### config.mk
export PLATFORM = sky130hd
export DESIGN_NAME = dcm_clkgen_prog_rx
export DESIGN_NICKNAME = d
export VERILOG_FILES = /design/src/rtl/dcm_clkgen_prog_rx_pkg.sv /design/src/rtl/dcm_prog_shift8.sv /design/src/rtl/dcm_clkgen_prog_rx.sv
export SDC_FILE = /design/constraint.sdc
export NUM_CORES = 1
export LEC_CHECK = 0
export BUFFER_PORTS_ARGS = -buffer_cell sky130_fd_sc_hd__buf_2
export CAP_MARGIN = 20
export CORE_MARGIN = 8
export CORE_UTILIZATION = 58
export DETAILED_ROUTE_END_ITERATION = 10
export PLACE_DENSITY = 0.81
export SYNTH_ARGS = -nofsm -noshare
export SYNTH_HDL_FRONTEND = slang
export SYNTH_SLANG_ARGS = --single-unit
### constraint.sdc
create_clock -name clk_i -period 2 [get_ports clk_i]
set_input_delay 0.2 -clock clk_i [delete_from_list [all_inputs] [get_ports clk_i]]
set_output_delay 0.2 -clock clk_i [all_outputs]
set_load 0.02 [all_outputs]
### src/rtl/dcm_clkgen_prog_rx_pkg.sv
// dcm_clkgen_prog_rx_pkg: shared state encoding and command framing constants
package dcm_clkgen_prog_rx_pkg;

    typedef enum logic [2:0] {IDLE, HDR, DATA, GAP, BUSY} state_t;

    // A load is start bit + type bit + DATA_BITS payload, all with PROGEN high
    localparam int   CMD_LEN    = 10;
    localparam int   DATA_BITS  = 8;
    localparam logic TYPE_LOADM = 1'b1;
    localparam logic TYPE_LOADD = 1'b0;

endpackage

### src/rtl/dcm_prog_shift8.sv
// dcm_prog_shift8: LSB-first payload shifter with bit counter and last-bit strobe
module dcm_prog_shift8
    import dcm_clkgen_prog_rx_pkg::*;
(
    input  logic                 clk,
    input  logic                 rst,
    input  logic                 clr,
    input  logic                 en,
    input  logic                 din,
    output logic [DATA_BITS-1:0] word,
    output logic                 done
);

    logic [DATA_BITS-2:0] sr;
    logic [2:0]           cnt;

    // word is the complete payload on the cycle the last bit arrives
    always_comb begin
        word = {din, sr};
        done = en && cnt == 3'(DATA_BITS - 1);
    end

    always_ff @(posedge clk or posedge rst)
        if (rst) begin
            sr  <= '0;
            cnt <= '0;
        end else if (clr) begin
            cnt <= '0;
        end else if (en) begin
            sr  <= word[DATA_BITS-1:1];
            cnt <= cnt + 3'd1;
        end

endmodule

### src/rtl/dcm_clkgen_prog_rx.sv
// dcm_clkgen_prog_rx: DCM_CLKGEN PROG port responder; DCM_PROG_RX_STATS_EN adds cmd/err counters
module dcm_clkgen_prog_rx
    import dcm_clkgen_prog_rx_pkg::*;
#(
    parameter logic [7:0] DEFAULT_MULT_CODE = 8'd1,
    parameter logic [7:0] DEFAULT_DIV_CODE  = 8'd1,
    parameter int         DONE_LATENCY      = 16
) (
    input  logic        clk_i,
    input  logic        reset_i,
    input  logic        progen_i,
    input  logic        progdata_i,
    output logic        progdone_o,
    output logic        locked_o,
    output logic [7:0]  mult_code_o,
    output logic [7:0]  div_code_o,
    output logic        apply_o,
    output logic        proto_err_o
`ifdef DCM_PROG_RX_STATS_EN
    ,
    output logic [15:0] cmd_count_o,
    output logic [7:0]  err_count_o
`endif
);

    state_t     state;
    logic       go_flag, ovr, progen_q, go_d, is_m;
    logic [7:0] pending_m, pending_d, lat_cnt;
    logic [7:0] sh_word;
    logic       sh_done;
    logic       abort, gap_ovr, busy_err, err, go_acc, lat_done;

    dcm_prog_shift8 u_shift (
        .clk  (clk_i),
        .rst  (reset_i),
        .clr  (state == HDR),
        .en   (state == DATA && progen_i),
        .din  (progdata_i),
        .word (sh_word),
        .done (sh_done)
    );

    // ovr makes an overrun report once and poisons a pending Go
    always_comb begin
        abort    = (state == HDR || state == DATA) && !progen_i;
        gap_ovr  = state == GAP && progen_i && !ovr;
        busy_err = state == BUSY && progen_i && !progen_q;
        err      = abort || gap_ovr || busy_err;
        go_acc   = state == GAP && !progen_i && go_flag && !ovr;
        lat_done = state == BUSY && lat_cnt == 8'(DONE_LATENCY - 1);
    end

    always_ff @(posedge clk_i or posedge reset_i)
        if (reset_i) begin
            state       <= IDLE;
            go_flag     <= 1'b0;
            ovr         <= 1'b0;
            progen_q    <= 1'b0;
            go_d        <= 1'b0;
            is_m        <= 1'b0;
            pending_m   <= DEFAULT_MULT_CODE;
            pending_d   <= DEFAULT_DIV_CODE;
            lat_cnt     <= '0;
            progdone_o  <= 1'b1;
            locked_o    <= 1'b1;
            mult_code_o <= DEFAULT_MULT_CODE;
            div_code_o  <= DEFAULT_DIV_CODE;
            apply_o     <= 1'b0;
            proto_err_o <= 1'b0;
        end else begin
            progen_q    <= progen_i;
            proto_err_o <= err;
            go_d        <= go_acc;
            apply_o     <= go_d;
            if (go_d) begin
                mult_code_o <= pending_m;
                div_code_o  <= pending_d;
            end
            if (sh_done && is_m)
                pending_m <= sh_word;
            if (sh_done && !is_m)
                pending_d <= sh_word;
            case (state)
                IDLE: if (progen_i) begin
                    state   <= progdata_i ? HDR : GAP;
                    go_flag <= !progdata_i;
                    ovr     <= 1'b0;
                end
                HDR: if (!progen_i) state <= IDLE;
                     else begin
                         is_m  <= progdata_i == TYPE_LOADM;
                         state <= DATA;
                     end
                DATA: if (!progen_i) state <= IDLE;
                      else if (sh_done) state <= GAP;
                GAP: if (progen_i) ovr <= 1'b1;
                     else begin
                         state <= go_acc ? BUSY : IDLE;
                         if (go_acc) begin
                             progdone_o <= 1'b0;
                             locked_o   <= 1'b0;
                             lat_cnt    <= '0;
                         end
                     end
                BUSY: if (lat_done) begin
                          state      <= IDLE;
                          progdone_o <= 1'b1;
                          locked_o   <= 1'b1;
                      end else lat_cnt <= lat_cnt + 8'd1;
                default: state <= IDLE;
            endcase
        end

`ifdef DCM_PROG_RX_STATS_EN
    always_ff @(posedge clk_i or posedge reset_i)
        if (reset_i) begin
            cmd_count_o <= '0;
            err_count_o <= '0;
        end else begin
            if ((sh_done || go_acc) && ~&cmd_count_o)
                cmd_count_o <= cmd_count_o + 16'd1;
            if (err && ~&err_count_o)
                err_count_o <= err_count_o + 8'd1;
        end
`endif

endmodule

==> results.cfg, run 1 <==
[critical_path]
critical_path_rt_ns = 2.26
critical_path_peak_fanout = 12
cp.arrival_ns = 2.08
critPathLaunch = state[1]
r2r_start = state[1]
timing_worst_setup_path_type = reg -> reg
critPathLaunchType = flip-flop
end_kind = flip-flop

[timing]
timing.final.setup_violations = 0
final.setup_skew_ns = 0.00528
tns_ns = 0
finalWorstSetupSlack_ns = 0.186
timing.final.crit_share_pct = 90.7
drv_slew = 0
hold_slack_ns = 0.0675
grt_setup_unrepaired = no
finalHoldViolCount = 0
finalCriticalPeriod_ns = 1.81
timing.max_slew.rel_slack_pct = 54.7
worstMarginPinSlew_ns = 0.680
max_freq_mhz = 551

[clocking]
clk_transition_reported_paths_ns = 0.06
htree_levels = 3
clock_insertion_delay_worst_skew_ns = 0.33
cts_tree = yes
postCtsSetupBuffers = 0
clockBufferDepth = 2
numCtsBuffers = 9
cts-root-buf = clkbuf_8
cts.hold.buffers_added = 1
cts-resized-gates = 0
clock_sinks = 61

[logic_synthesis]
yosysUniqueCellTypes = 37
synth_area_per_cell_um2 = 13.0
post_synth_inst_count = 194
postSynthRegisterBits = 61
syn_nets = 201
syn_area_um2 = 2520
synth-warning-count = 0
synth-seq-area-share_pct = 60.8

[place]
postPlaceCellArea_um2 = 2700
pre_cts_slack_ns = 0.195
dp.final_hpwl_um = 2890
globalplace.congestion = 0.864
io_buffer_count = 23

[min_path]
min_path_type = in -> reg
worst_hold_startpoint = progen_i

[floorplanning]
floorplan.die_area_um2 = 6710
start_util_pct = 59.1
std_cell_rows = 24
die_x_um = 81.9
placeableCoreArea_um2 = 4260
die_height_um = 81.9
top_level_ports = 24

[drt]
wirelength_um = 4200
num_vias = 1560
post_drt_via_cell_ratio = 5.57
first_pass_iters = 5
first_iter_violations = 72
drt_drc_violations_left = 0
final_antenna_net_count = 0
wl_per_cell_um = 15.0

[layout]
diodes = 0
most_frequent_cells_in_the_layout = 56 x dfrtp_1, 40 x mux2_2, 23 x buf_2
fin_area_um2 = 2880
final_util_pct = 67.5
final_common_cell = dfrtp_1
area.growth.synth_to_final_pct = 14.2
layout.nets = 231
final_layout_size_suffix_gt1_share_pct = 39.9

[grt]
first_global_vias = 1601
antenna_found_initial = 0
largest_net_degree_at_the_start_of_global_routing = 41
grtUsageTotal_pct = 14.5
grt_first_pass_wirelength_um = 7330
globalRoute.totalOverflow = 0

[power]
cellPowerDensity_nw_per_um2 = 1050
ir_drop_v = 0.000549
leakage_nw = 1.46

[run_status]
status = completed

[job]
timing.max_cap.violations = 0
## cells in the mapped netlist
master / number / area [um2]
dfstp_2: 5 / 131
or2_2: 2 / 12.5
a21o_1: 1 / 7.51
nor2_1: 6 / 22.5
xnor2_1: 2 / 17.5
and3_1: 2 / 12.5
or3b_1: 1 / 8.76
o31ai_1: 1 / 7.51
nand3_2: 1 / 10.0
ha_1: 3 / 37.5
nand4_1: 1 / 6.26
a22o_1: 1 / 8.76
a211oi_1: 1 / 7.51
o21ai_0: 13 / 65.1
inv_1: 5 / 18.8
nand2_1: 13 / 48.8
nor4_1: 1 / 6.26
nor4_2: 1 / 12.5
nor4bb_1: 1 / 10.0
mux2_2: 40 / 450
nand3_1: 10 / 50.1
and2_1: 1 / 6.26
mux2i_1: 1 / 10.0
o32ai_1: 1 / 8.76
nand3b_2: 1 / 11.3
buf_4: 1 / 7.51
dfrtp_1: 56 / 1400
or2b_1: 1 / 7.51
nor3_1: 3 / 15.0
buf_2: 2 / 10.0
a22oi_1: 2 / 15.0
or3_1: 2 / 12.5
buf_1: 1 / 3.75
xor2_1: 1 / 8.76
nor3_2: 1 / 10.0
clkbuf_1: 4 / 15.0
a21oi_1: 5 / 25.0
## layer usage
metal  share of wire (%)  GRT usage [%]  vias up  wire length [um]
li1                    -              -      751                 -
met1                  46           17.6      771              1940
met2                  47           22.6       30              1960
met3                 5.0           4.92        8               210
met4                 2.0           7.54        0                86
met5                   0              0        -                 0
## registers in the layout, summed over array words and instances (netlist names), 3 cells and up
signal and cells:
pending_m 8, u_shift.sr 7, mult_code_o 8, lat_cnt 8, u_shift.cnt 3, state 3, div_code_o 8, pending_d 8
## critical path: stages, from the launching register on
cell and delay, ns:
dfrtp_1 0.49, or3b_1 0.49, a21o_1 0.30, or3_1 0.38, nand3_1 0.08
## layout make-up
type,count,area (um2)
fill,324,1390
inverter,5,18.8
clock inverter,2,10.0
timing repair buffer,27,160
tap,52,65.1
multi-input combinational,120,932
sequential,61,1530
clock buffer,13,159
## logic make-up (layout without fill, tap and decap cells)
logic type	Yosys count	in the layout	synth area share [%]
adders and majority gates	3	3	1.49
AOI/OAI and AO/OA	25	25	5.76
DFF	61	61	60.8
muxes	41	41	18.3
buffers and inverters	13	47	2.18
and+or+nand+nor	48	48	10.4
xor gates and xnor gates	3	3	1.04
## stage by stage
stage,total power [mW],cells
2_1_floorplan,1.98,194
3_3_place_gp,2.10,264
3_5_place_dp,2.11,264
4_1_cts,3.06,280
5_1_grt,3.21,280
6_report,3.02,280
## power by group
part / leakage (nW) / internal [mW] / switching (mW)
registers: 0.801 / 1.44 / 0.199
clock network: 0.0893 / 0.507 / 0.422
logic: 0.574 / 0.221 / 0.227
total: 1.46 / 2.17 / 0.848
## final timing paths
check,slack [ns],end,cells after the start
max,0.19,lat_cnt[5],4
min,0.07,progen_q,1
max reg2reg,0.19,lat_cnt[5],4
min reg2reg,0.46,proto_err_o,1
max in group asynchronous,0.93,div_code_o[0],4
min in group asynchronous,0.44,go_d,3
No activity file was read; power rests on OpenSTA's default activity.
==> inputs of run 2 (changes only) <==
- CORE_MARGIN: 8 -> default
==> run 2 against run 1 <==
Compared with the run above:
- sequential share of layout area shrank 0.092 points
- global-route usage grew 7.8 points
- largest power group unchanged
- maximum frequency grew 0.94%
- power grew 1.9%
- hold slack lost 0.0067 ns
- largest cell class unchanged
- combinational power grew 4%
- via count grew 1.9%
- clock skew is essentially flat
==> results.cfg, run 2 (synthesis gave the netlist of run 1 again) <==
[timing]
timing.final.crit_share_pct = 89.8
timing.final.setup_violations = 0
drv_slew = 0
timing.max_slew.rel_slack_pct = 54.9
max_freq_mhz = 557
finalCriticalPeriod_ns = 1.80
final.setup_skew_ns = 0.00495
grt_setup_unrepaired = no
finalHoldViolCount = 0
tns_ns = 0
worstMarginPinSlew_ns = 0.676

[drt]
drt_drc_violations_left = 0
num_vias = 1590
final_antenna_net_count = 0
first_iter_violations = 134
wirelength_um = 4430
wl_per_cell_um = 15.9
post_drt_via_cell_ratio = 5.70
first_pass_iters = 4

[floorplanning]
placeableCoreArea_um2 = 4090
start_util_pct = 61.7
std_cell_rows = 23
die_height_um = 67.9
floorplan.die_area_um2 = 4610
top_level_ports = 24
die_x_um = 67.9

[power]
cellPowerDensity_nw_per_um2 = 1070
ir_drop_v = 0.000537
leakage_nw = 1.47
p_int_mw = 2.17
clk_network_pwr_share_pct = 31.0
power_switching_mw = 0.907
fin_total_pwr_mw = 3.08
switching_fraction_of_total_power_pct = 29.5
seq_power_share_pct = 53.9
comb_power_share_pct = 15.1

[critical_path]
end_kind = flip-flop
cp.arrival_ns = 2.06
timing_worst_setup_path_type = reg -> reg
cpPeakStageDelay_ns = 0.49
r2r.worst_path.cells = 4
critPathTopFamily = simple AND/OR/NAND/NOR gates
critical_path_rt_ns = 2.27
critical_path.slowest_cell = dfrtp_1
path_cells = or3b_1 > a21o_1 > or3_1 > nand3_1
regToRegEndpoint = lat_cnt[5]
crit_buf_inv = 0
critPathLaunchType = flip-flop
reg2reg_slack_ns = 0.20
critical_path_peak_fanout = 12
r2r_start = state[1]

[grt]
grt_first_pass_wirelength_um = 7180
first_global_vias = 1604
globalRoute.totalOverflow = 0
antenna_found_initial = 0
largest_net_degree_at_the_start_of_global_routing = 36
grtUsageTotal_pct = 22.3

[clocking]
numCtsBuffers = 9
cts-root-buf = clkbuf_8
clockBufferDepth = 2
cts_tree = yes
clock_insertion_delay_worst_skew_ns = 0.33
clock_sinks = 61
clk_transition_reported_paths_ns = 0.06
cts-resized-gates = 0
htree_levels = 3

[layout]
final_layout_size_suffix_gt1_share_pct = 41.0
layout.nets = 231
area.growth.synth_to_final_pct = 14.4
final_common_cell = dfrtp_1
most_frequent_cells_in_the_layout = 56 x dfrtp_1, 40 x mux2_2, 23 x buf_2
diodes = 0

[place]
globalplace.congestion = 0.872
dp.final_hpwl_um = 3110
io_buffer_count = 23

[run_status]
status = completed

[min_path]
min_path_cells = 1
min_path_type = in -> reg
worst_hold_startpoint = progen_i
hold_end = progen_q

[job]
timing.max_cap.violations = 0
[run 2: through the flow]
stage / utilization [%] / hold slack, ns / cell area [um2] / instances / worst slack, ns
global placement: 66.0 / 0.272 / 2700 / 262 / 0.276
finish: 70.5 / 0.0608 / 2880 / 279 / 0.203
global route: 70.5 / 0.0522 / 2880 / 279 / 0.124
detailed placement: 66.0 / 0.279 / 2700 / 262 / 0.230
floorplan: - / 0.231 / 2520 / 194 / 0.295
CTS: 70.5 / 0.0434 / 2880 / 279 / 0.220
[run 2: cell type report]
type,count,area [um2]
multi-input combinational,120,932
timing repair buffer,27,160
clock buffer,11,151
tap,50,62.6
fill,294,1200
sequential,61,1530
clock inverter,5,25.0
inverter,5,18.8
[run 2: worst max-delay path by stage]
stage               startpoint    endpoint  slack [ns]  cells after the start
floorplan              reset_i     apply_o        0.30                      1
global placement      state[1]  lat_cnt[5]        0.28                      4
detailed placement    state[1]  lat_cnt[5]        0.23                      4
CTS                   state[1]  lat_cnt[5]        0.22                      4
global route          state[1]  lat_cnt[5]        0.12                      4
finish                state[1]  lat_cnt[5]        0.20                      4
[run 2: power groups by stage]
stage	sequential (mW)	combinational (mW)	clock (mW)
after floorplan	1.62	0.357	0
after global placement	1.65	0.434	0
after detailed placement	1.67	0.470	0
after CTS	1.65	0.473	0.977
after global routing	1.68	0.530	1.04
final	1.66	0.466	0.954
[run 2: metal layers]
layer,routed length [um],part of all wire [%],track usage (%),up-vias
li1,-,-,-,745
met1,1880,42,24.5,797
met2,2310,52,37.5,42
met3,196,4.4,8.33,6
met4,46,1.0,11.7,0
met5,0,0,0,-
[run 2: repair_timing]
item                                    CTS  global route
endpoints found under the setup margin    0             0
hold endpoints to repair                 22             0
hold buffers                              1             0
buffers inserted                          0             0
==> inputs of run 3 (changes only) <==
- CELL_PAD_IN_SITES_DETAIL_PLACEMENT: default -> 0
- CELL_PAD_IN_SITES_GLOBAL_PLACEMENT: default -> 1
- CORE_UTILIZATION: 58 -> 47
- PLACE_DENSITY: 0.81 -> 0.8
==> run 3 against run 2 <==
Compared with the run above:
- critical path depth stayed put
- power up 2.9%
- sequential cell count unchanged
- maximum frequency up 5.1%
- combinational power is 4.5% lower
- non-clock buffer count rose by 1
- count of clock-buffer cells in the layout rose by 2
- hold slack gained 0.0061 ns
- via count shrank 3.1%
- clock skew rose by 0.0028 ns
- critical path type unchanged
- critical endpoint unchanged
==> results.cfg, run 3 (synthesis gave the netlist of run 1 again) <==
[drt]
num_vias = 1540
wirelength_um = 4280
first_iter_violations = 113
first_pass_iters = 4
wl_per_cell_um = 14.3
final_antenna_net_count = 0
drt_drc_violations_left = 0
post_drt_via_cell_ratio = 5.13

[clocking]
clock_sinks = 61
cts_tree = yes
cts-resized-gates = 0
clock_insertion_delay_worst_skew_ns = 0.33
htree_levels = 3
numCtsBuffers = 9
clockBufferDepth = 2
cts-root-buf = clkbuf_8
clk_transition_reported_paths_ns = 0.06

[floorplanning]
die_height_um = 75.2
std_cell_rows = 26
start_util_pct = 49.0
top_level_ports = 24
die_x_um = 75.2
placeableCoreArea_um2 = 5140
floorplan.die_area_um2 = 5660

[grt]
largest_net_degree_at_the_start_of_global_routing = 38
grtUsageTotal_pct = 18.3
antenna_found_initial = 0
first_global_vias = 1559
globalRoute.totalOverflow = 0
grt_first_pass_wirelength_um = 7330

[critical_path]
regToRegEndpoint = lat_cnt[5]
critical_path.slowest_cell = dfrtp_1
crit_buf_inv = 0
cp.arrival_ns = 1.98
timing_worst_setup_path_type = reg -> reg
r2r_start = state[1]
end_kind = flip-flop
r2r.worst_path.cells = 4
reg2reg_slack_ns = 0.29
worstSetupPathDepth = 4
critPathTopFamily = simple AND/OR/NAND/NOR gates
worstSetupEndpoint = lat_cnt[5]
cpPeakStageDelay_ns = 0.49
critPathLaunchType = flip-flop
critical_path_rt_ns = 2.27
critical_path_peak_fanout = 12
path_cells = or3b_1 > a21o_1 > or3_1 > nand3_1
critPathLaunch = state[1]

[timing]
max_freq_mhz = 585
drv_slew = 0
timing.final.setup_violations = 0
finalHoldViolCount = 0
timing.final.crit_share_pct = 85.5
worstMarginPinSlew_ns = 0.667
final.setup_skew_ns = 0.00775
grt_setup_unrepaired = no
hold_slack_ns = 0.0669
tns_ns = 0
timing.max_slew.rel_slack_pct = 55.5
finalCriticalPeriod_ns = 1.71

[place]
dp.final_hpwl_um = 2930
io_buffer_count = 23
globalplace.congestion = 0.793

[job]
timing.max_cap.violations = 0

[layout]
final_layout_size_suffix_gt1_share_pct = 40.0
diodes = 0
area.growth.synth_to_final_pct = 16.4
final_common_cell = dfrtp_1
most_frequent_cells_in_the_layout = 56 x dfrtp_1, 40 x mux2_2, 23 x buf_2
layout.filler_cells = 470
layout.nets = 232

[min_path]
min_path_type = in -> reg

[power]
ir_drop_v = 0.000403
leakage_nw = 1.47
cellPowerDensity_nw_per_um2 = 1080

[run_status]
status = completed
## run 3: cell count changes in the layout (fill, tap and decap cells not counted)
cell	before	now
clkbuf_8	11	10
clkinv_2	5	0
buf_4	2	3
clkinvlp_4	0	2
bufinv_16	0	1
clkbuf_1	0	3
## run 3: report_power, final
| group | switching (mW) | internal, mW |
|---|---|---|
| Sequential | 0.210 | 1.44 |
| Clock | 0.456 | 0.611 |
| Combinational | 0.224 | 0.221 |
| Total | 0.890 | 2.28 |
## run 3: per-layer routing
metal  wire, um  global-route usage (%)  share of wire (%)  vias to the layer above
met5          0                       0                  0                        -
met4         85                    11.1                2.0                        0
met3        133                    5.62                3.1                        8
met2       1970                    26.6                 46                       31
met1       2090                    24.1                 49                      748
li1           -                       -                  -                      753
## run 3: per-stage QoR
step	instances	util [%]	worst slack (ns)	cell area, um2	power, mW
5_1_grt	300	57.1	0.164	2930	3.36
6_report	300	57.1	0.290	2930	3.17
3_5_place_dp	283	53.1	0.296	2730	2.12
3_3_place_gp	283	53.1	0.342	2730	2.10
4_1_cts	300	57.1	0.295	2930	3.19
2_1_floorplan	194	-	0.295	2520	1.98
## run 3: worst min path at each step
| stage | to | from | cells past startpoint |
|---|---|---|---|
| after detailed placement | apply_o | reset_i | 2 |
| final | progen_q | progen_i | 1 |
| after global placement | lat_cnt[6] | reset_i | 2 |
| after floorplan | progen_q | progen_i | 0 |
| after global routing | progen_q | progen_i | 1 |
| after CTS | progen_q | progen_i | 1 |
## run 3: repair_timing
action	4_1_cts	5_1_grt
endpoints found under the hold margin	21	0
hold buffers	1	0
buffers inserted	0	0
## run 3: layout make-up
type / count / area [um2] / area share, %
repair buffers: 28 / 168 / 5.72
clock inverters: 3 / 45.0 / 1.54
clock buffers: 13 / 149 / 5.08
well taps: 70 / 87.6 / 2.99
multi-input cells: 120 / 932 / 31.8
flip-flops and latches: 61 / 1530 / 52.3
inverters: 5 / 18.8 / 0.640
